$ cat config.mk
export PLATFORM = sky130hd
export DESIGN_NAME = fetch_ctrl_flat
export DESIGN_NICKNAME = d
export VERILOG_FILES = /design/src/rtl/fetch_ctrl_pkg.sv /design/src/rtl/fetch_ctrl_if.sv /design/src/rtl/fetch_fifo.sv /design/src/rtl/fetch_ctrl.sv /design/src/flat_wrapper.sv
export SDC_FILE = /design/constraint.sdc
export NUM_CORES = 1
export LEC_CHECK = 0
export CAP_MARGIN = 5
export CORE_AREA = 2 2 169 88
export DETAILED_ROUTE_END_ITERATION = 10
export DIE_AREA = 0 0 171 90
export HOLD_SLACK_MARGIN = 0.08
export PLACE_DENSITY = 0.8
export SLEW_MARGIN = 20
export SYNTH_ARGS = -nofsm -noshare
export SYNTH_HDL_FRONTEND = slang
export SYNTH_SLANG_ARGS = --single-unit
$ cat constraint.sdc
create_clock -name clk -period 6 [get_ports clk]
set_input_delay 1.2 -clock clk [delete_from_list [all_inputs] [get_ports clk]]
set_output_delay 1.2 -clock clk [all_outputs]
set_load 0.01 [all_outputs]
$ cat src/rtl/fetch_ctrl_pkg.sv
// Shared types and constants for the instruction fetch controller and its queue.
// Queue entries pack {pc, instr} into one 64-bit word.
package fetch_ctrl_pkg;

  typedef enum logic [1:0] {
    IDLE = 2'd0,
    RUN  = 2'd1,
    HALT = 2'd2
  } state_t;

  localparam int unsigned INSTR_BYTES      = 4;
  localparam logic [31:0] DEFAULT_RESET_PC = 32'h0000_0000;

  typedef struct packed {
    logic [31:0] pc;
    logic [31:0] instr;
  } fq_entry_t;

endpackage

$ cat src/rtl/fetch_ctrl_if.sv
// Fetch-side bundle: combinational imem port, redirect/halt control, decode handshake.
// master = fetch controller, slave = surrounding core (imem, branch unit, decode).
interface fetch_ctrl_if;

  logic [31:0] imem_pc;
  logic [31:0] imem_instr;
  logic        redirect_valid;
  logic [31:0] redirect_pc;
  logic        halt_req;
  logic        resume;
  logic        out_valid;
  logic        out_ready;
  logic [31:0] out_pc;
  logic [31:0] out_instr;
  logic        halted;

  modport master (
    output imem_pc, out_valid, out_pc, out_instr, halted,
    input  imem_instr, redirect_valid, redirect_pc, halt_req, resume, out_ready
  );

  modport slave (
    input  imem_pc, out_valid, out_pc, out_instr, halted,
    output imem_instr, redirect_valid, redirect_pc, halt_req, resume, out_ready
  );

endinterface

$ cat src/rtl/fetch_fifo.sv
// Fetch queue, DEPTH entries (power of two), head visible combinationally; flush wins over push/pop.
// Push into a full queue is accepted only when the head is popped on the same edge.
module fetch_fifo
  import fetch_ctrl_pkg::*;
#(
  parameter int DEPTH = 2
) (
  input  logic      clk,
  input  logic      Resetn,
  input  logic      flush,
  input  logic      push,
  input  fq_entry_t push_dat,
  input  logic      pop,
  output fq_entry_t head_dat,
  output logic      head_vld,
  output logic      full
);

  localparam int PW = $clog2(DEPTH);
  localparam int CW = PW + 1;

  fq_entry_t       mem [DEPTH];
  logic [PW-1:0]   wr_ptr;
  logic [PW-1:0]   rd_ptr;
  logic [CW-1:0]   count;
  logic            do_push;
  logic            do_pop;

  assign head_vld = (count != '0);
  assign full     = (count == CW'(DEPTH));
  assign do_pop   = pop && head_vld && !flush;
  assign do_push  = push && !flush && (!full || do_pop);
  assign head_dat = head_vld ? mem[rd_ptr] : '0;

  // Pointers wrap naturally because DEPTH is a power of two.
  always_ff @(posedge clk) begin
    if (!Resetn || flush) begin
      wr_ptr <= '0;
      rd_ptr <= '0;
      count  <= '0;
    end else begin
      if (do_push) wr_ptr <= wr_ptr + 1'b1;
      if (do_pop)  rd_ptr <= rd_ptr + 1'b1;
      count <= count + {{PW{1'b0}}, do_push} - {{PW{1'b0}}, do_pop};
    end
  end

  always_ff @(posedge clk) begin
    if (do_push) mem[wr_ptr] <= push_dat;
  end

endmodule

$ cat src/rtl/fetch_ctrl.sv
// Instruction fetch FSM: first head 2 cycles after reset release, redirect costs one bubble.
// Fetching stalls while the queue is full and decode holds out_ready low.
module fetch_ctrl
  import fetch_ctrl_pkg::*;
#(
  parameter logic [31:0] RESET_PC = DEFAULT_RESET_PC,
  parameter int          FQ_DEPTH = 2
) (
  input  logic          clk,
  input  logic          Resetn,
  fetch_ctrl_if.master  bus
);

  state_t      state;
  state_t      state_nxt;
  logic [31:0] fetch_pc;
  logic [31:0] fetch_pc_nxt;
  logic        push;
  logic        pop;
  logic        fq_full;
  logic        fq_vld;
  fq_entry_t   fq_head;
  fq_entry_t   fq_in;

  assign pop         = fq_vld && bus.out_ready;
  assign fq_in       = '{pc: fetch_pc, instr: bus.imem_instr};
  assign bus.imem_pc = fetch_pc;

  always_comb begin
    state_nxt    = state;
    fetch_pc_nxt = fetch_pc;
    push         = 1'b0;
    case (state)
      IDLE: state_nxt = RUN;
      RUN: begin
        push = !bus.redirect_valid && (!fq_full || pop);
        if (bus.halt_req) state_nxt = HALT;
      end
      HALT: if (bus.resume && !bus.halt_req) state_nxt = RUN;
      default: state_nxt = IDLE;
    endcase
    // Redirect overrides sequential advance; the flush drops anything queued.
    if (bus.redirect_valid)
      fetch_pc_nxt = {bus.redirect_pc[31:2], 2'b00};
    else if (push)
      fetch_pc_nxt = fetch_pc + 32'(INSTR_BYTES);
  end

  always_ff @(posedge clk) begin
    if (!Resetn) begin
      state    <= IDLE;
      fetch_pc <= RESET_PC;
    end else begin
      state    <= state_nxt;
      fetch_pc <= fetch_pc_nxt;
    end
  end

  fetch_fifo #(.DEPTH(FQ_DEPTH)) u_fifo (
    .clk      (clk),
    .Resetn   (Resetn),
    .flush    (bus.redirect_valid),
    .push     (push),
    .push_dat (fq_in),
    .pop      (pop),
    .head_dat (fq_head),
    .head_vld (fq_vld),
    .full     (fq_full)
  );

  assign bus.out_valid = fq_vld;
  assign bus.out_pc    = fq_head.pc;
  assign bus.out_instr = fq_head.instr;
  assign bus.halted    = (state == HALT);

endmodule

$ cat src/flat_wrapper.sv
// flat-port wrapper written by rule: the top's interface ports become plain ports
module fetch_ctrl_flat import fetch_ctrl_pkg::*;
#(
  parameter logic [31:0] RESET_PC = DEFAULT_RESET_PC,
  parameter int          FQ_DEPTH = 2
)
  (clk, Resetn, bus_imem_pc, bus_out_valid, bus_out_pc, bus_out_instr, bus_halted, bus_imem_instr, bus_redirect_valid, bus_redirect_pc, bus_halt_req, bus_resume, bus_out_ready);
  fetch_ctrl_if bus_i ();
  input  logic clk;
  input  logic Resetn;
  output wire logic [$bits(bus_i.imem_pc)-1:0] bus_imem_pc;
  output wire logic [$bits(bus_i.out_valid)-1:0] bus_out_valid;
  output wire logic [$bits(bus_i.out_pc)-1:0] bus_out_pc;
  output wire logic [$bits(bus_i.out_instr)-1:0] bus_out_instr;
  output wire logic [$bits(bus_i.halted)-1:0] bus_halted;
  input wire logic [$bits(bus_i.imem_instr)-1:0] bus_imem_instr;
  input wire logic [$bits(bus_i.redirect_valid)-1:0] bus_redirect_valid;
  input wire logic [$bits(bus_i.redirect_pc)-1:0] bus_redirect_pc;
  input wire logic [$bits(bus_i.halt_req)-1:0] bus_halt_req;
  input wire logic [$bits(bus_i.resume)-1:0] bus_resume;
  input wire logic [$bits(bus_i.out_ready)-1:0] bus_out_ready;
  assign bus_imem_pc = bus_i.imem_pc;
  assign bus_out_valid = bus_i.out_valid;
  assign bus_out_pc = bus_i.out_pc;
  assign bus_out_instr = bus_i.out_instr;
  assign bus_halted = bus_i.halted;
  assign bus_i.imem_instr = bus_imem_instr;
  assign bus_i.redirect_valid = bus_redirect_valid;
  assign bus_i.redirect_pc = bus_redirect_pc;
  assign bus_i.halt_req = bus_halt_req;
  assign bus_i.resume = bus_resume;
  assign bus_i.out_ready = bus_out_ready;
  fetch_ctrl #(.RESET_PC(RESET_PC), .FQ_DEPTH(FQ_DEPTH)) u_core (.clk(clk), .Resetn(Resetn), .bus(bus_i));
endmodule
==> qor.csv <==
stage;metric;value;unit
timing;setup TNS;0;ps
critical_path;Crit path buffers/inverters;4;
pwr;Worst VDD drop;0.000166;V
drt;DR pass1 iterations;5;
yosys;Syn. warnings;0;
grt;GRT Total Usage;0.227;
pwr;Power, Total;0.00264;W
critical_path;Required @ worst endpoint;6060;ps
clock_tree;Resize count post-CTS;0;
final_layout;Fillers;1047;
critical_path;CP max-delay cell;nor2_4;
critical_path;Worst Setup End Kind;flop;
yosys;EDFF count, synth;124;
timing;max_slew headroom;0.309;
critical_path;total stage count of the critical path;6;
clock_tree;clk slew on worst S/H paths;60;ps
placement;Placed Instances;880;
floorplan;# rows;31;
yosys;top cells by area, synth;edfxtp_1, dfxtp_1, mux2i_1;
timing;RSZ-0062 raised after global routing;no;
pwr;switching power;0.000614;W
timing;final hold vios;0;
floorplan;die height;90;um
final_layout;Final Non-Filler Cells;912;
timing;Clock Skews;8.76;ps
placement;gpl congestion;0.916;
critical_path;CP max stage delay;890;ps
placement;Port-buffer cells;161;
floorplan;Die X;171;um
placement;post-detail-place hpwl;11.3;mm
clock_tree;CTS HTree Levels;4;
critical_path;Worst EP arrival;4030;ps
yosys;register area share after synthesis;0.650;
clock_tree;clock sinks;161;
floorplan;die area;15400;um^2
clock_tree;TritonCTS clock tree;done;
yosys;Netlist cell types;56;
pwr;Power Dens Cells;285;nW/um^2
pwr;Static Leak;2.99;nW
yosys;Synth area leader;edfxtp_1;
timing;final-report setup violation count;0;
critical_path;cells on worst reg2reg path;5;
pwr;internal power;0.00202;W
clock_tree;Root Buffer;clkbuf_16;
pwr;Comb pwr share;0.083;
status;outcome;finished, final reports clean;
clock_tree;hold buffer count at CTS;0;
drt;final WL;17.1;mm
pwr;clock network power share;0.431;
final_layout;Layout area overhead;34.7;%
timing;min setup slack post-route;2030;ps
critical_path;Most common cell on crit path;buf_4;
timing;worst slew pin tran;1040;ps
pwr;switch share;0.233;
floorplan;core outline area;14000;um^2
timing;max-slew violations;0;
drt;Vias/cell;5.52;
yosys;Yosys top cell area share;0.542;
critical_path;cells along the critical path;clkdlybuf4s50_1, buf_4, nor3_4, inv_1, nor2_4, buf_4;
grt;largest net degree at the start of global routing;63;
timing;crit share post-route;0.662;
timing;Fin Hold WS;510;ps
yosys;Cells after Synth;546;
clock_tree;Worst-Skew Late Latency;420;ps
grt;first-pass GRT wire length;26.7;mm
worst_hold_path;Hold Crit Class;reg2reg;
drt;Residual DRC;0;
final_layout;layout cells sized above 1;0.0756;
yosys;top cells by count, synth;edfxtp_1, nor2_1, mux2i_1, dfxtp_1, nand2_1;
critical_path;CP max FO;36;
critical_path;Crit Path Category;in2reg;
yosys;synthesized area;6870;um^2
flow_run;# Max-Cap Violations;0;
grt;vias in the first global route;4964;
grt;initial antenna violation count;0;
final_layout;NumNets Final;774;
critical_path;Critical Path Source Type;input port;
worst_hold_path;Hold Crit Depth;2;
clock_tree;Num CTS Buffers;17;
pwr;sequential share of power;0.485;
drt;DR vias;5034;
timing;Fmax;252;MHz
yosys;Synth Register Bits;161;
grt;GRT overflow;0;
yosys;synthesized area per cell;12.6;um^2
yosys;Async SR Flop Fraction;0;
floorplan;number of placed I/O pins;168;
floorplan;Initial Util;0.489;
critical_path;CP top delay family;buffers and inverters;
yosys;most common flop cell mapped by yosys;edfxtp_1;
placement;Place WS;1560;ps
drt;wire length per cell;18.8;um
clock_tree;Setup Fix Bufs, Post-CTS;0;
timing;fin crit period;3970;ps
drt;final antenna-violating net count;0;
yosys;most numerous cell in the Yosys netlist;edfxtp_1;
drt;DR iter-0 viols;429;
clock_tree;CTS Buffer Depth;2;
final_layout;diode count;0;
## worst register-to-register path, delay by kind of cell, from the launching register on
family                 cells  cell delay, ps
and+or+nand+nor            3            1470
buffers and inverters      2            1050
DFF                        1             330
## placed cells by master (no fill, tap or decap), drive strengths merged, types with 5 or more instances in the layout
master	instances
clkdlybuf4s50	161
edfxtp	124
and3	8
or3	9
clkbuf	18
nor3	6
o21ai	11
and2	5
nor2	85
o311ai	6
nor4	6
nand4	11
a21oi	12
a31oi	16
mux2i	62
inv	17
dfxtp	37
nand2	33
nand3	20
buf	5
## per-stage QoR
stage          utilization  instance area, um^2
6_report             0.659                 9260
5_1_grt              0.659                 9260
4_1_cts              0.659                 9260
3_5_place_dp         0.615                 8630
3_3_place_gp         0.615                 8630
2_1_floorplan            -                 6880
## state kept, by name (all words and copies together) (netlist names), named ones only
register              flops
u_core.u_fifo.count       2
u_core.state              2
u_core.u_fifo.mem       124
u_core.u_fifo.wr_ptr      1
u_core.u_fifo.rd_ptr      1
u_core.bus.imem_pc       30
## cell families (layout without fill, tap and decap cells)
kind of cell,count (synthesis),count (layout),share of synthesized area
mux,63,63,0.0919
other cells,1,4,0.000546
flops,161,161,0.650
buf+inv,44,209,0.0304
xor+xnor,6,6,0.00765
simple gates,199,199,0.147
fa+ha+maj,3,3,0.00546
compound gates,69,69,0.0675
## power by group through the flow
stage               registers (W)  logic (W)  clock network [W]
floorplan                 0.00130  0.0000938                  0
global placement          0.00130   0.000213                  0
detailed placement        0.00130   0.000218                  0
CTS                       0.00128   0.000220            0.00115
global route              0.00129   0.000236            0.00120
finish                    0.00128   0.000219            0.00114
## worst paths after layout
path                              from                       end  slack (ps)
hold reg to reg   u_core.u_fifo.rd_ptr                      flop         510
hold / removal    u_core.u_fifo.rd_ptr                      flop         510
setup reg to reg       u_core.state[1]  u_core.u_fifo.mem[0][57]        2780
setup / recovery    bus_redirect_valid  u_core.u_fifo.mem[0][57]        2030
## layer usage
layer,wire length (um),vias up,GRT usage
met1,8030,2438,0.338
met4,115,0,0.0572
met2,7410,222,0.328
met5,0,-,0
li1,-,2362,-
met3,1580,12,0.0638
## area by class of cell
type                    instances  area (um^2)  area share
inverters                      11         41.3     0.00446
well taps                     198          248      0.0268
flip-flops and latches        161         4470       0.483
repair buffers                166         1650       0.178
multi-input cells             344         2230       0.241
clock inverters                14          194      0.0209
clock buffers                  18          429      0.0464
Power figures use the tool's default switching activity.
